==> config.mk <==
export PLATFORM = sky130hd
export DESIGN_NAME = shape_draw
export DESIGN_NICKNAME = d
export VERILOG_FILES = /design/src/rtl/shape_draw_pkg.sv /design/src/rtl/shape_draw_pixel_addr_gen.sv /design/src/rtl/shape_draw.sv
export SDC_FILE = /design/constraint.sdc
export NUM_CORES = 1
export LEC_CHECK = 0
export ABC_AREA = 1
export CAP_MARGIN = 40
export CORE_MARGIN = 2
export CORE_UTILIZATION = 48
export CTS_BUF_LIST = sky130_fd_sc_hd__clkbuf_8
export CTS_CLUSTER_DIAMETER = 200
export DETAILED_ROUTE_END_ITERATION = 8
export MAX_ROUTING_LAYER = met4
export PLACE_DENSITY = 0.69
export SKIP_LAST_GASP = 1
export SYNTH_ARGS = -nofsm -noshare
export SYNTH_HDL_FRONTEND = slang
export SYNTH_HIERARCHICAL = 1
export SYNTH_SLANG_ARGS = --single-unit
==> constraint.sdc <==
create_clock -name clock -period 8.2 [get_ports clock]
set_input_delay 2.05 -clock clock [delete_from_list [all_inputs] [get_ports clock]]
set_output_delay 2.05 -clock clock [all_outputs]
set_load 0.02 [all_outputs]
==> src/rtl/shape_draw_pkg.sv <==
// Shared command/FSM types, default geometry and the circle octant mapping
// used by the shape rasteriser.
package draw_pkg;

    typedef enum logic [1:0] {
        CLEAR  = 2'b00,
        CIRCLE = 2'b01,
        RECT   = 2'b10,
        NOP    = 2'b11
    } mode_t;

    typedef enum logic [1:0] {
        IDLE = 2'b00,
        LOAD = 2'b01,
        EMIT = 2'b10,
        DONE = 2'b11
    } state_t;

    localparam int DEF_H_RES   = 320;
    localparam int DEF_V_RES   = 240;
    localparam int DEF_COORD_W = 9;
    localparam int DEF_COLOR_W = 3;
    localparam int DEF_ADDR_W  = 17;

    // swap: use (y,x) instead of (x,y); neg_x/neg_y: negate the column/row offset
    typedef struct packed {
        logic swap;
        logic neg_x;
        logic neg_y;
    } oct_map_t;

    function automatic oct_map_t octant_map(input logic [2:0] oct);
        oct_map_t m;
        case (oct)
            3'd0:    m = 3'b000;
            3'd1:    m = 3'b100;
            3'd2:    m = 3'b010;
            3'd3:    m = 3'b110;
            3'd4:    m = 3'b011;
            3'd5:    m = 3'b111;
            3'd6:    m = 3'b001;
            3'd7:    m = 3'b101;
            default: m = 3'b000;
        endcase
        return m;
    endfunction

endpackage

==> src/rtl/shape_draw_pixel_addr_gen.sv <==
// Bounds check and linear frame address for one signed pixel coordinate.
module pixel_addr_gen
    import draw_pkg::*;
#(
    parameter int H_RES  = DEF_H_RES,
    parameter int V_RES  = DEF_V_RES,
    parameter int PIX_W  = DEF_COORD_W + 2,
    parameter int ADDR_W = DEF_ADDR_W
) (
    input  logic signed [PIX_W-1:0] col,
    input  logic signed [PIX_W-1:0] row,
    output logic                    in_bounds,
    output logic [ADDR_W-1:0]       addr
);

    logic [PIX_W-1:0] col_u_s;
    logic [PIX_W-1:0] row_u_s;

    assign col_u_s = $unsigned(col);
    assign row_u_s = $unsigned(row);

    // Negative coordinates show up as a set sign bit and are rejected first
    assign in_bounds = !col[PIX_W-1] && !row[PIX_W-1] &&
                       (col_u_s < PIX_W'(H_RES)) && (row_u_s < PIX_W'(V_RES));

    assign addr = ADDR_W'(row_u_s) * ADDR_W'(H_RES) + ADDR_W'(col_u_s);

endmodule

==> src/rtl/shape_draw.sv <==
// Command-driven rasteriser: clear, midpoint circle outline or filled rectangle,
// one clipped pixel per cycle onto a back-pressured frame-memory write port.
module shape_draw
    import draw_pkg::*;
#(
    parameter int H_RES   = DEF_H_RES,
    parameter int V_RES   = DEF_V_RES,
    parameter int COORD_W = DEF_COORD_W,
    parameter int COLOR_W = DEF_COLOR_W,
    parameter int ADDR_W  = DEF_ADDR_W
) (
    input  logic               clock,
    input  logic               reset,
    input  logic               start,
    input  logic [1:0]         mode,
    input  logic [COORD_W-1:0] x0,
    input  logic [COORD_W-1:0] y0,
    input  logic [COORD_W-1:0] size_a,
    input  logic [COORD_W-1:0] size_b,
    input  logic [COLOR_W-1:0] color,
    input  logic               wr_ready,
    output logic               wr_en,
    output logic [ADDR_W-1:0]  wr_addr,
    output logic [COLOR_W-1:0] wr_data,
    output logic               busy,
    output logic               done
);

    // Pixel coordinates need room for origin + extent and for negative circle points
    localparam int PW = COORD_W + 2;
    localparam int DW = COORD_W + 3;

    state_t                   state_r, state_nxt_s;
    mode_t                    mode_r;
    logic signed [PW-1:0]     org_x_r, org_y_r;
    logic [PW-1:0]            ext_w_r, ext_h_r;
    logic [COORD_W-1:0]       radius_r;
    logic [COLOR_W-1:0]       color_r;

    logic [PW-1:0]            col_cnt_r, row_cnt_r, col_cnt_nxt_s, row_cnt_nxt_s;
    logic signed [PW-1:0]     cx_r, cy_r, cx_nxt_s, cy_nxt_s;
    logic signed [DW-1:0]     d_r, d_nxt_s;
    logic [2:0]               oct_r, oct_nxt_s;

    logic signed [PW-1:0]     step_x_s, step_y_s;
    logic signed [DW-1:0]     step_d_s;
    logic                     accept_s, advance_s, rect_empty_s;
    logic                     rect_col_end_s, rect_last_s, circ_last_s, last_s;
    logic                     emit_load_s;

    oct_map_t                 oct_map_s;
    logic signed [PW-1:0]     ax_s, ay_s, off_x_s, off_y_s;
    logic signed [PW-1:0]     pix_col_s, pix_row_s;
    logic                     pix_in_s;
    logic [ADDR_W-1:0]        pix_addr_s;

    logic                     wr_en_r, busy_r, done_r;
    logic [ADDR_W-1:0]        wr_addr_r;
    logic [COLOR_W-1:0]       wr_data_r;

    assign accept_s       = (state_r == IDLE) && start;
    // A clipped pixel never waits on the memory
    assign advance_s      = (state_r == EMIT) && (!wr_en_r || wr_ready);
    assign rect_empty_s   = (ext_w_r == {PW{1'b0}}) || (ext_h_r == {PW{1'b0}});
    assign rect_col_end_s = (col_cnt_r == ext_w_r - PW'(1));
    assign rect_last_s    = rect_col_end_s && (row_cnt_r == ext_h_r - PW'(1));
    assign circ_last_s    = (oct_r == 3'd7) && (step_x_s > step_y_s);
    assign last_s         = (mode_r == CIRCLE) ? circ_last_s : rect_last_s;
    assign emit_load_s    = (state_nxt_s == EMIT) && ((state_r == LOAD) || advance_s);

    // Midpoint decision update applied after the eighth octant point
    always_comb begin
        step_x_s = cx_r + PW'(1);
        if (d_r[DW-1]) begin
            step_y_s = cy_r;
            step_d_s = d_r + (DW'(cx_r) <<< 1) + DW'(3);
        end else begin
            step_y_s = cy_r - PW'(1);
            step_d_s = d_r + ((DW'(cx_r) - DW'(cy_r)) <<< 1) + DW'(5);
        end
    end

    // FSM state register
    always_ff @(posedge clock) begin
        if (reset) begin
            state_r <= IDLE;
        end else begin
            state_r <= state_nxt_s;
        end
    end

    // FSM next-state logic
    always_comb begin
        state_nxt_s = state_r;
        case (state_r)
            IDLE: begin
                if (start) begin
                    if (mode == NOP) begin
                        state_nxt_s = DONE;
                    end else begin
                        state_nxt_s = LOAD;
                    end
                end else begin
                    state_nxt_s = IDLE;
                end
            end
            LOAD: begin
                if ((mode_r != CIRCLE) && rect_empty_s) begin
                    state_nxt_s = DONE;
                end else begin
                    state_nxt_s = EMIT;
                end
            end
            EMIT: begin
                if (advance_s && last_s) begin
                    state_nxt_s = DONE;
                end else begin
                    state_nxt_s = EMIT;
                end
            end
            DONE:    state_nxt_s = IDLE;
            default: state_nxt_s = IDLE;
        endcase
    end

    // FSM output logic: next values of the scan counters and circle state
    always_comb begin
        col_cnt_nxt_s = col_cnt_r;
        row_cnt_nxt_s = row_cnt_r;
        cx_nxt_s      = cx_r;
        cy_nxt_s      = cy_r;
        d_nxt_s       = d_r;
        oct_nxt_s     = oct_r;
        case (state_r)
            LOAD: begin
                col_cnt_nxt_s = {PW{1'b0}};
                row_cnt_nxt_s = {PW{1'b0}};
                cx_nxt_s      = {PW{1'b0}};
                cy_nxt_s      = $signed({2'b00, radius_r});
                d_nxt_s       = DW'(1) - $signed({3'b000, radius_r});
                oct_nxt_s     = 3'd0;
            end
            EMIT: begin
                if (advance_s) begin
                    if (mode_r == CIRCLE) begin
                        oct_nxt_s = oct_r + 3'd1;
                        if (oct_r == 3'd7) begin
                            cx_nxt_s = step_x_s;
                            cy_nxt_s = step_y_s;
                            d_nxt_s  = step_d_s;
                        end else begin
                            cx_nxt_s = cx_r;
                        end
                    end else if (rect_col_end_s) begin
                        col_cnt_nxt_s = {PW{1'b0}};
                        row_cnt_nxt_s = row_cnt_r + PW'(1);
                    end else begin
                        col_cnt_nxt_s = col_cnt_r + PW'(1);
                    end
                end else begin
                    oct_nxt_s = oct_r;
                end
            end
            default: oct_nxt_s = oct_r;
        endcase
    end

    // Coordinate of the pixel the next counter values point at
    always_comb begin
        oct_map_s = octant_map(oct_nxt_s);
        if (oct_map_s.swap) begin
            ax_s = cy_nxt_s;
            ay_s = cx_nxt_s;
        end else begin
            ax_s = cx_nxt_s;
            ay_s = cy_nxt_s;
        end
        off_x_s = oct_map_s.neg_x ? -ax_s : ax_s;
        off_y_s = oct_map_s.neg_y ? -ay_s : ay_s;
        if (mode_r == CIRCLE) begin
            pix_col_s = org_x_r + off_x_s;
            pix_row_s = org_y_r + off_y_s;
        end else begin
            pix_col_s = org_x_r + $signed(col_cnt_nxt_s);
            pix_row_s = org_y_r + $signed(row_cnt_nxt_s);
        end
    end

    pixel_addr_gen #(
        .H_RES  (H_RES),
        .V_RES  (V_RES),
        .PIX_W  (PW),
        .ADDR_W (ADDR_W)
    ) u_addr (
        .col       (pix_col_s),
        .row       (pix_row_s),
        .in_bounds (pix_in_s),
        .addr      (pix_addr_s)
    );

    // Command latch and scan/circle state registers
    always_ff @(posedge clock) begin
        if (reset) begin
            mode_r    <= CLEAR;
            color_r   <= {COLOR_W{1'b0}};
            radius_r  <= {COORD_W{1'b0}};
            org_x_r   <= {PW{1'b0}};
            org_y_r   <= {PW{1'b0}};
            ext_w_r   <= {PW{1'b0}};
            ext_h_r   <= {PW{1'b0}};
            col_cnt_r <= {PW{1'b0}};
            row_cnt_r <= {PW{1'b0}};
            cx_r      <= {PW{1'b0}};
            cy_r      <= {PW{1'b0}};
            d_r       <= {DW{1'b0}};
            oct_r     <= 3'd0;
        end else begin
            if (accept_s) begin
                mode_r   <= mode_t'(mode);
                color_r  <= color;
                radius_r <= size_a;
                // Clear is a full-frame rectangle anchored at the origin
                if (mode == CLEAR) begin
                    org_x_r <= {PW{1'b0}};
                    org_y_r <= {PW{1'b0}};
                    ext_w_r <= PW'(H_RES);
                    ext_h_r <= PW'(V_RES);
                end else begin
                    org_x_r <= $signed({2'b00, x0});
                    org_y_r <= $signed({2'b00, y0});
                    ext_w_r <= {2'b00, size_a};
                    ext_h_r <= {2'b00, size_b};
                end
            end
            col_cnt_r <= col_cnt_nxt_s;
            row_cnt_r <= row_cnt_nxt_s;
            cx_r      <= cx_nxt_s;
            cy_r      <= cy_nxt_s;
            d_r       <= d_nxt_s;
            oct_r     <= oct_nxt_s;
        end
    end

    // Registered write port and status; write fields hold while stalled
    always_ff @(posedge clock) begin
        if (reset) begin
            wr_en_r   <= 1'b0;
            wr_addr_r <= {ADDR_W{1'b0}};
            wr_data_r <= {COLOR_W{1'b0}};
            busy_r    <= 1'b0;
            done_r    <= 1'b0;
        end else begin
            busy_r <= (state_nxt_s == LOAD) || (state_nxt_s == EMIT);
            done_r <= (state_nxt_s == DONE);
            if (emit_load_s) begin
                wr_en_r   <= pix_in_s;
                wr_addr_r <= pix_in_s ? pix_addr_s : {ADDR_W{1'b0}};
                wr_data_r <= pix_in_s ? color_r : {COLOR_W{1'b0}};
            end else if (state_nxt_s != EMIT) begin
                wr_en_r   <= 1'b0;
                wr_addr_r <= {ADDR_W{1'b0}};
                wr_data_r <= {COLOR_W{1'b0}};
            end
        end
    end

    assign wr_en   = wr_en_r;
    assign wr_addr = wr_addr_r;
    assign wr_data = wr_data_r;
    assign busy    = busy_r;
    assign done    = done_r;

endmodule

==> flow_metrics.py, run 1 <==
metrics = {
    "cts": {
        "cts_hold_buf": 0,
        "cts_max_level": 4,
        "cts_root_buffer": "clkbuf_8",
        "clock_latency_ns": 0.47,
        "cts_tree": "done",
        "postCtsResizedCells": 0,
        "cts_buffers": 17,
        "clock_sinks": 134,
        "clockBufferDepth": 2,
        "postCtsSetupBuffers": 0,
        "path_clk_slew_ns": 0.11,
    },
    "sta": {
        "fin_ws_ns": 0.8686,
        "rsz0062_at_grt": "false",
        "post-route-min-period_ns": 7.331,
        "fin_skew_ns": 0.03195,
        "fmax_mhz": 136.4,
        "hold_viol": 0,
        "slew_headroom_pct": 37.90,
        "tns_ns": 0,
        "finalSetupViolations": 0,
        "slew_violations": 0,
        "worst_pin_slew_ns": 0.9315,
        "period_share_pct": 89.41,
    },
    "route": {
        "antenna_left": 0,
        "first_pass_iters": 5,
        "vias_per_cell": 5.421,
        "wl_per_cell_um": 15.73,
        "drc": 0,
        "first_iter_violations": 986,
        "routed_wl_um": 35170,
        "vias": 12121,
    },
    "placed_design": {
        "io_buffers": 67,
        "dp_cells": 2203,
        "place_ws_ns": 0.4588,
        "gp_congestion": 0.9765,
        "hpwl_um": 27690,
    },
    "logic_synthesis": {
        "syn_avg_cell_area_um2": 6.394,
        "syn_area_um2": 11910,
        "ys_types": 52,
        "synth-seq-area-share_pct": 22.52,
        "synth_edf_count": 0,
        "syn_inst": 1863,
        "synth_most_common_cell": "nand2_1",
        "ys.flop_type": "dfxtp_1",
        "yosysTopAreaCell": "dfxtp_1",
        "synth-seq-cells": 134,
        "yosysWarningCount": 6,
        "syn_nets": 2033,
        "synth_area_leaders": "dfxtp_1 23%, nand2_1 15%, ha_1 12%, inv_1 6.9%, a21oi_1 6.8%",
        "synth_commonest_cells": "467 x nand2_1, 219 x inv_1, 180 x nor2_1, 162 x a21oi_1, 135 x nand3_1",
        "async_reset_ff_share_pct": 0,
        "yosysTopAreaCellShare_pct": 22.52,
    },
    "global_route": {
        "grt_usage_pct": 27.81,
        "overflow": 0,
        "grt_pass1_vias": 11152,
        "grt_pass1_wl_um": 56610,
        "antenna_found_initial": 1,
        "grt_max_degree": 62,
    },
    "layout": {
        "final_util_pct": 54.57,
        "synthToLayoutAreaGrowth_pct": 11.40,
        "drive_gt1_share_pct": 4.657,
        "nFillCells": 2493,
        "finalNonFillerCells": 2236,
        "fin_nets": 2068,
    },
    "run": {
        "max_cap_violations": 0,
    },
    "worst_hold_path": {
        "hold_class": "reg2reg",
        "hold_path_depth": 2,
    },
    "die": {
        "initial_utilization_pct": 48.98,
        "coreArea_um2": 24320,
        "die_y_um": 161.5,
        "die_w_um": 161.5,
        "row_count": 57,
        "ios": 68,
        "die_area_um2": 26090,
    },
    "critical_path": {
        "arrival_ns": 7.73,
        "required_ns": 8.60,
        "crit_fanout": 31,
        "rr_worst_depth": 35,
        "critical_path_class": "in2reg",
        "path_common_cell": "nand2_1",
        "cpPeakStageDelay_ns": 0.52,
        "critPathSlowestCell": "clkdlybuf4s50_1",
        "start_kind": "input pin",
        "crit_path_end_kind": "flop",
    },
    "power": {
        "ir_worst_vdd_v": 0.0001094,
        "p_total_uw": 1998,
        "p_leak_uw": 0.006493,
        "power_density_nw_per_um2": 150.6,
    },
    "status": {
        "status": "finished clean",
    },
}
[state kept, by name (all words and copies together) (netlist names), 2 cells and up]
signal	flops
cx_r	11
col_cnt_r	11
wr_addr	17
cy_r	11
org_x_r	9
d_r	12
ext_w_r	9
org_y_r	9
oct_r	3
state_r	2
radius_r	9
row_cnt_r	11
mode_r	2
wr_data	3
color_r	3
ext_h_r	9
[path summary, 6_finish.rpt]
| check | startpoint | to | slack (ns) |
|---|---|---|---|
| worst max-delay path | wr_ready | wr_addr[16] | 0.87 |
| worst min-delay path | color_r[2] | color_r[2] | 0.46 |
| worst max register to register | state_r[1] | wr_addr[16] | 1.81 |
| worst min register to register | color_r[2] | color_r[2] | 0.46 |
[power breakdown]
part | total, µW | leakage, µW | internal, µW | switching, µW
logic | 672 | 0.00519 | 249 | 424
registers | 713 | 0.00109 | 682 | 30.9
clock network | 613 | 0.000207 | 285 | 328
[placed cells by master, fill, tap and decap left out, types with 3 or more instances in the layout]
master,count
ha_1,118
inv_1,219
or2_2,10
inv_2,4
a211oi_1,9
nor4_1,5
nand3b_1,8
nor3_1,24
o2111ai_1,19
nand2_2,4
a221oi_1,3
a31oi_1,11
nor2_1,180
nand4_1,24
buf_4,18
clkbuf_8,17
o21ai_0,109
inv_8,3
inv_6,6
nand2_1,466
and3_1,3
o21ai_1,5
a21o_1,6
o22ai_1,8
o211ai_1,4
nand3_1,135
nor2_2,4
xor2_1,56
xnor2_1,27
o21bai_1,7
a21oi_1,162
dfxtp_1,134
clkdlybuf4s50_1,66
fa_1,7
[metal layers]
layer  share of wire [%]  wire length [µm]  GRT usage (%)  up-vias
li1                    -                 -              -     6218
met1                  48             16910          38.21     5530
met2                  44             15560          42.89      332
met3                 6.3              2206          4.571       41
met4                 1.4               498          6.412        0
met5                   0                 0              -        -
[critical path, delay by kind of cell]
family                     cells  cell delay (ns)
and+or+nand+nor               16             1.77
adders and majority gates      4             1.38
buffers and inverters          7             1.25
AOI/OAI and AO/OA              7             1.04
xor gates and xnor gates       1             0.25
[cells by family after synthesis]
group	Yosys count	synth area share [%]
AO/OA/AOI/OAI	355	16.94
XOR/XNOR	85	6.375
adder cells (fa/ha/maj)	125	13.57
buffers and inverters	296	9.883
flip-flops	134	22.52
AND/OR/NAND/NOR	868	30.71
[area by class of cell]
| class | count | area (µm²) | area share, % |
|---|---|---|---|
| Inverter | 224 | 845.8 | 6.374 |
| Clock inverter | 15 | 186.4 | 1.405 |
| Antenna cell | 1 | 2.502 | 0.01886 |
| Clock buffer | 17 | 234.0 | 1.763 |
| Timing Repair Buffer | 88 | 858.3 | 6.468 |
| Multi-Input combinational cell | 1433 | 8055 | 60.70 |
| Tap cell | 324 | 405.4 | 3.055 |
| Sequential cell | 134 | 2683 | 20.21 |
[metrics by stage]
step / instance area, µm² / hold WS (ns)
final: 13270 / 0.4598
after floorplan: 11910 / 0.4224
after CTS: 13270 / 0.4561
after detailed placement: 12850 / 0.4410
after global routing: 13270 / 0.4839
after global placement: 12780 / 0.4338
No activity file was read; power rests on OpenSTA's default activity.
==> inputs of run 2 (changes only) <==
--- a/config.mk
+++ b/config.mk
@@ -12,8 +12,9 @@
 export CTS_BUF_LIST = sky130_fd_sc_hd__clkbuf_8
 export CTS_CLUSTER_DIAMETER = 200
 export DETAILED_ROUTE_END_ITERATION = 8
+export DONT_BUFFER_PORTS = 1
 export MAX_ROUTING_LAYER = met4
-export PLACE_DENSITY = 0.69
+export PLACE_DENSITY = 0.66
 export SKIP_LAST_GASP = 1
 export SYNTH_ARGS = -nofsm -noshare
 export SYNTH_HDL_FRONTEND = slang
==> run 2 against run 1 <==
Effect of this change: hold slack better by 0.0024 ns; via count is 1.5% lower; combinational power is 6.1% lower; critical path depth is 2 lower; largest cell class unchanged.
==> flow_metrics.py, run 2 (synthesized netlist as in run 1, its figures left out) <==
metrics = {
    "status": {
        "status": "finished clean",
    },
    "sta": {
        "fmax_mhz": 138.8,
        "fin_ws_ns": 0.9935,
        "period_share_pct": 87.88,
        "finalSetupViolations": 0,
        "rsz0062_at_grt": "false",
        "slew_violations": 0,
        "fin_skew_ns": 0.02277,
        "slew_headroom_pct": 42.20,
        "hold_viol": 0,
        "post-route-min-period_ns": 7.206,
        "worst_pin_slew_ns": 0.8669,
        "tns_ns": 0,
    },
    "route": {
        "antenna_left": 0,
        "routed_wl_um": 35470,
        "drc": 0,
        "first_pass_iters": 5,
        "wl_per_cell_um": 16.41,
        "vias": 11943,
        "first_iter_violations": 1078,
        "vias_per_cell": 5.527,
    },
    "layout": {
        "final_cell_mix": "466 x nand2_1, 219 x inv_1, 180 x nor2_1, 162 x a21oi_1, 135 x nand3_1",
        "drive_gt1_share_pct": 4.409,
        "n_antenna_cell": 0,
        "fin_nets": 1994,
        "synthToLayoutAreaGrowth_pct": 4.863,
        "final_common_cell": "nand2_1",
        "largest_register_ff_count": 17,
    },
    "placed_design": {
        "gp_congestion": 0.9315,
        "hpwl_um": 27540,
        "place_ws_ns": 0.5225,
        "io_buffers": 0,
    },
    "global_route": {
        "grt_pass1_wl_um": 56030,
        "antenna_found_initial": 0,
        "grt_pass1_vias": 10579,
        "overflow": 0,
        "grt_max_degree": 97,
        "grt_usage_pct": 27.87,
    },
    "die": {
        "die_y_um": 161.5,
        "die_w_um": 161.5,
        "coreArea_um2": 24320,
        "ios": 68,
        "row_count": 57,
        "die_area_um2": 26090,
        "initial_utilization_pct": 48.98,
    },
    "critical_path": {
        "crit_fanout": 32,
        "rr_worst_depth": 34,
        "cpPeakStageDelay_ns": 0.45,
        "reg2reg_slack_ns": 1.44,
        "critPathSlowestCell": "fa_1",
        "path_common_cell": "nand2_1",
        "critPathLaunch": "wr_ready",
        "arrival_ns": 7.62,
        "critical_path_class": "in2reg",
        "start_kind": "input pin",
        "r2r-start": "state_r[1]",
        "endpoint": "wr_addr[15]",
        "crit_path_end_kind": "flop",
        "worstReg2RegEnd": "wr_addr[15]",
        "required_ns": 8.61,
    },
    "cts": {
        "clock_latency_ns": 0.48,
        "postCtsResizedCells": 0,
        "clockBufferDepth": 2,
        "cts_root_buffer": "clkbuf_8",
        "cts_tree": "done",
        "cts_buffers": 17,
        "path_clk_slew_ns": 0.09,
        "cts_hold_buf": 0,
        "postCtsSetupBuffers": 0,
        "clock_sinks": 134,
        "cts_max_level": 4,
    },
    "worst_hold_path": {
        "hold_class": "reg2reg",
    },
    "power": {
        "p_leak_uw": 0.006186,
        "power_density_nw_per_um2": 153.5,
        "ir_worst_vdd_v": 0.00009656,
    },
    "run": {
        "max_cap_violations": 0,
    },
}
## run 2: cell count changes in the layout (fill, tap and decap cells not counted), sizes merged
cell           previous run  this run
buf                      22        14
bufinv                    2         1
clkbuf                   17        18
clkdlybuf4s50            66         0
clkinv                    3         4
clkinvlp                  2         3
diode                     1         0
inv                     232       230
## run 2: worst max-delay path, delay by kind of cell
family                     cells  cell delay [ns]
buffers and inverters          5             0.52
xor gates and xnor gates       2             0.33
AOI/OAI and AO/OA              6             1.10
and+or+nand+nor               14             1.71
adders and majority gates      6             1.89
## run 2: per-stage QoR
stage | instance area, µm² | power (µW) | hold slack (ns) | instances | util, %
after CTS | 12490 | 1922 | 0.4614 | 2161 | 51.37
after floorplan | 11910 | 1221 | 0.4224 | 1863 | -
after global placement | 12070 | 1345 | 0.4429 | 2126 | 49.64
final | 12490 | 1918 | 0.4621 | 2161 | 51.37
after detailed placement | 12110 | 1355 | 0.4479 | 2129 | 49.79
after global routing | 12490 | 2047 | 0.4819 | 2161 | 51.37
## run 2: layout make-up
cell class | count | area (µm²)
sequential | 134 | 2683
tap | 324 | 405.4
clock inverter | 14 | 135.1
clock buffer | 18 | 247.7
fill | 2501 | 11830
inverter | 224 | 845.8
multi-input combinational | 1433 | 8055
timing repair buffer | 14 | 120.1
## run 2: routing by layer
layer	GRT usage (%)	up-vias	wire length (µm)
met5	-	-	0
met4	6.006	0	475
met3	4.135	32	2289
met2	42.52	344	15710
met1	39.09	5507	17000
li1	-	6060	-
## run 2: worst min-delay path by stage
stage | from | end | cells after the start
finish | color_r[0] | color_r[0] | 2
global route | color_r[1] | color_r[1] | 2
CTS | color_r[0] | color_r[0] | 2
global placement | color_r[0] | color_r[0] | 2
detailed placement | color_r[0] | color_r[0] | 2
floorplan | color_r[0] | color_r[0] | 2
## run 2: power breakdown
group / switching, µW / internal (µW)
Sequential: 35.6 / 682
Combinational: 406 / 224
Clock: 315 / 255
Total: 757 / 1160
==> edit 1 (config.mk and constraints of run 2) <==
Encoding of `state_t`: now one-hot (4 bits for 4 states).
--- a/src/rtl/shape_draw_pkg.sv
+++ b/src/rtl/shape_draw_pkg.sv
@@ -9,11 +9,11 @@
         NOP    = 2'b11
     } mode_t;
 
-    typedef enum logic [1:0] {
-        IDLE = 2'b00,
-        LOAD = 2'b01,
-        EMIT = 2'b10,
-        DONE = 2'b11
+    typedef enum logic [3:0] {
+        IDLE = 4'b0001,
+        LOAD = 4'b0010,
+        EMIT = 4'b0100,
+        DONE = 4'b1000
     } state_t;
 
     localparam int DEF_H_RES   = 320;
Behaviour: same outputs for any inputs over 4 cycles, from zero or initial values and one cycle with reset high; so few cycles prove little.
==> edit 1 against run 2 <==
Non-clock buffer count fell by 6; sequential cell count rose by 2; hold slack got worse by 16 ps; routed wire length fell by 7.1%; area after synthesis fell by 2.6%; design area fell by 2.8%; worst setup slack improved by 320 ps.
Power is not compared: it rests on default switching activity, and its combinational part moved more than twofold at a synthesized area within 25%.
==> edit 1: results (changes against run 2) <==
STA
  • Final Skew: 18.6 ps (was 22.8 ps)
  • Relative slew slack: 40.0% (was 42.2%)

Clock tree
  • Worst-Skew Late Latency: 460 ps (was 480 ps)
  • CTS resizes: 0 (unchanged)

Synth
  • Syn Nets: 1952 (was 2033)
  • Mux contribution to synthesized area: 0% (unchanged)
  • Synth warn: 6 (unchanged)
  • Synth top cells by count: nand2_1, inv_1, a21oi_1, nand3_1, dfxtp_1 (was nand2_1, inv_1, nor2_1, a21oi_1, nand3_1)
  • Largest cells by area after synthesis: dfxtp_1, nand2_1, ha_1 (unchanged)
  • Synth Area in Adders: 13.2% (was 13.6%)
  • Sequential fraction of the synthesis area: 23.5% (was 22.5%)
  • Compound-cell area share of the yosys netlist: 15.6% (was 16.9%)
  • Post-synth cell types: 53 (was 52)
  • Xor/xnor share of the synthesized area: 6.63% (was 6.38%)

Placement
  • Dpl hpwl: 25400 um (was 27500 um)
  • Placer Congestion: 0.915 (was 0.932)
  • DP Area: 0.0118 mm^2 (was 0.0121 mm^2)

Global routing
  • Number of antenna violations at the first check in global routing: 0 (unchanged)
  • All-Layer GR Usage: 26.7% (was 27.9%)
  • Pin count of the biggest net entering global routing: 116 (was 97)
  • First-pass GRT wire length: 53800 um (was 56000 um)

Min path
  • Worst Hold End: mode_r[1] (was color_r[0])
  • Cell count of the worst hold path: 2 (unchanged)
  • Hold_sp: mode_r[1] (was color_r[0])

Route
  • Drt total wl: 32900 um (was 35500 um)
  • DRT iter0 DRCs: 782 (was 1078)
  • Via count: 11300 (was 11900)
  • DR pass1 iterations: 6 (was 5)

Critical path
  • Reg2reg setup slack: 1910 ps (was 1440 ps)
  • R2R Path End: wr_addr[16] (was wr_addr[15])
  • Reg-to-Reg Start: state_r[2] (was state_r[1])
  • WP data arrival: 7270 ps (was 7620 ps)
  • Crit-path slowest cell: o21ai_4 (was fa_1)
  • Worst-path fanout max: 23 (was 32)
  • Worst r2r path cells: 35 (was 34)
  • CP peak stage delay: 530 ps (was 450 ps)

Cells and area
  • # diodes: 0 (unchanged)
  • Share of layout cells above drive strength 1: 4.99% (was 4.41%)
  • Final net count: 1914 (was 1994)

Outcome
  • Status: completed (unchanged)
==> edit 1: layout make-up <==
type,count,area (um^2)
clock buffer,17,234
clock inverter,15,130
fill,2499,11500
inverter,217,815
multi-input combinational,1371,7760
sequential,136,2720
tap,319,399
timing repair buffer,8,80.1
==> edit 1: critical path, delay by kind of cell <==
family,cells,cell delay (ps)
AO/OA/AOI/OAI,9,1970
XOR/XNOR,1,130
adder cells (fa/ha/maj),3,910
buffers and inverters,2,390
AND/OR/NAND/NOR,20,1810
==> edit 1: power breakdown <==
part	leakage, nW	internal [mW]	total [mW]	switching (mW)
registers	1.10	0.683	0.706	0.0232
clock network	0.187	0.241	0.539	0.298
logic	4.67	0.101	0.284	0.182
==> edit 1: stage by stage <==
step	utilization, %	total power, mW	hold WS (ps)	cells	setup WS (ps)
floorplan	-	0.945	423	1789	1730
global placement	49.8	0.999	431	2050	1030
detailed placement	49.9	1.00	436	2051	931
CTS	51.4	1.54	448	2083	1390
global route	51.4	1.61	474	2083	555
finish	51.4	1.53	446	2083	1320
==> edit 1: how the worst max path moves through the flow <==
stage / from / endpoint / cells after the start
6_report: wr_ready / wr_addr[16] / 35
5_1_grt: wr_ready / wr_addr[16] / 34
4_1_cts: wr_ready / wr_addr[16] / 35
3_5_place_dp: wr_ready / wr_addr[16] / 35
3_3_place_gp: wr_ready / wr_addr[16] / 40
2_1_floorplan: wr_ready / wr_addr[15] / 33
==> edit 1: logic make-up after synthesis <==
family | count (synthesis)
buf+inv | 282
simple gates | 840
fa+ha+maj | 118
compound gates | 326
flops | 136
xor+xnor | 87
==> edit 1: routing by layer <==
layer / track usage [%] / vias to the layer above / wire [um]
met5: - / - / 0
met3: 3.57 / 68 / 1370
met1: 33.4 / 5194 / 14900
li1: - / 5807 / -
met4: 10.1 / 0 / 1030
met2: 44.1 / 279 / 15600
==> edit 2 (flow settings as in run 2) <==
Made on the original files. The package constant `DEF_COORD_W` goes from 9 to 13.
--- a/src/rtl/shape_draw_pkg.sv
+++ b/src/rtl/shape_draw_pkg.sv
@@ -18,7 +18,7 @@
 
     localparam int DEF_H_RES   = 320;
     localparam int DEF_V_RES   = 240;
-    localparam int DEF_COORD_W = 9;
+    localparam int DEF_COORD_W = 13;
     localparam int DEF_COLOR_W = 3;
     localparam int DEF_ADDR_W  = 17;
 
Interface: changed (resized size_a, size_b, x0 and y0); port bits go from 68 to 84. No check against the original RTL was run, so the function may have changed too.
==> edit 2 against run 2 <==
Via count grew 35%; clock power grew 13%; clock skew shrank 6.0 ps; core utilization shrank 0.48 points; total power grew 30%; sequential share of layout area shrank 0.49 points; global-route usage grew 3.5 points; design area grew 33%; routed wire length grew 47%; sequential cell count grew 40; register-to-register slack lost 40 ps; area after synthesis grew 34%; combinational power grew 45%; worst setup slack gained 27 ps.
==> edit 2: results (changes against run 2) <==
Route
  • Metal3 WL: 3100 um (was 2290 um)
  • DRT iter0 DRCs: 1416 (was 1078)
  • DR pass1 iterations: 8 (was 5)
  • Wire length per cell: 18.1 um (was 16.4 um)
  • Vias per inst: 5.59 (was 5.53)
  • Via count: 16200 (was 11900)
  • WL met2: 23200 um (was 15700 um)
  • Met1 wire length: 25000 um (was 17000 um)

Critical path
  • Worst r2r path cells: 39 (was 34)
  • Reg-to-Reg Start: state_r[0] (was state_r[1])
  • Reg2reg setup slack: 1400 ps (was 1440 ps)
  • Worst-path fanout max: 25 (was 32)
  • CP delay by family, top: simple AND/OR/NAND/NOR gates (was adder cells)
  • Crit-path slowest cell: ha_1 (was fa_1)
  • CP peak stage delay: 350 ps (was 450 ps)

Synth
  • Synth top cells by count: nand2_1, inv_1, nor2_1, a21oi_1, dfxtp_1 (was nand2_1, inv_1, nor2_1, a21oi_1, nand3_1)
  • Sequential fraction of the synthesis area: 21.9% (was 22.5%)
  • Largest cells by area after synthesis: dfxtp_1, nand2_1, ha_1 (unchanged)
  • Top_reg_cell synth: dfxtp_1 (unchanged)
  • Post-synth cell types: 59 (was 52)
  • Syn Nets: 2715 (was 2033)

Power
  • Leak Pwr: 7.87 nW (was 6.19 nW)
  • Clk pwr: 646 uW (was 570 uW)
  • PD cells: 150 mW/mm^2 (was 154 mW/mm^2)
  • Logic power comb: 912 uW (was 631 uW)
  • Max VDD drop: 102 uV (was 96.6 uV)
  • Sw frac: 40.9% (was 39.5%)

Placement
  • Dpl hpwl: 41500 um (was 27500 um)
  • Placed Cells incl. Taps: 2862 (was 2129)
  • Place WS: 518 ps (was 523 ps)
  • DP Area: 0.0162 mm^2 (was 0.0121 mm^2)
  • Placer Congestion: 0.994 (was 0.932)

STA
  • Relative slew slack: 41.9% (was 42.2%)
  • Final Skew: 16.8 ps (was 22.8 ps)
  • Maximum clock frequency: 139 MHz (about the same)

Clock tree
  • Worst-Skew Late Latency: 510 ps (was 480 ps)
  • CTS resizes: 0 (unchanged)

Outcome
  • Status: completed (unchanged)

Global routing
  • Number of antenna violations at the first check in global routing: 2 (was 0)
  • All-Layer GR Usage: 31.4% (was 27.9%)
  • Vias in the first global route: 15000 (was 10600)
  • Met3 Track Usage GR: 4.89% (was 4.13%)
  • Met1 Track Usage GR: 42.7% (was 39.1%)
  • First-pass GRT wire length: 81100 um (was 56000 um)
  • Met2 Resource Use GR: 48.4% (was 42.5%)

Cells and area
  • Share of layout cells above drive strength 1: 4.85% (was 4.41%)
  • Fill cells: 3422 (was 2501)

Floorplan
  • Die ar.: 0.0346 mm^2 (was 0.0261 mm^2)

Flow run
  • Max_cap viols: 0 (unchanged)
[edit 2: how the worst min path moves through the flow]
stage	start	endpoint	slack, ps	cells after the start
after CTS	color_r[1]	color_r[1]	460	2
after global routing	color_r[2]	color_r[2]	480	2
after detailed placement	color_r[1]	color_r[1]	440	2
after floorplan	color_r[0]	color_r[0]	420	2
final	color_r[1]	color_r[1]	460	2
after global placement	color_r[2]	color_r[2]	440	2
[edit 2: final cells by class]
type                            count  area [um^2]  share of cell area, %
Sequential cell                   174         3480                   21.0
Tap cell                          442          553                   3.33
Inverter                          290         1090                   6.56
Multi-Input combinational cell   1937        10900                   65.7
Clock buffer                       17          234                   1.41
Timing Repair Buffer               19          163                  0.980
Clock inverter                     15          159                  0.957
Antenna cell                        2         5.00                 0.0302
[edit 2: cell families after synthesis]
group | after synthesis | synth area share (%)
simple gates | 1139 | 30.6
compound gates | 509 | 17.8
buf+inv | 382 | 9.57
flops | 174 | 21.9
fa+ha+maj | 161 | 13.0
xor+xnor | 124 | 6.92
mux | 4 | 0.259
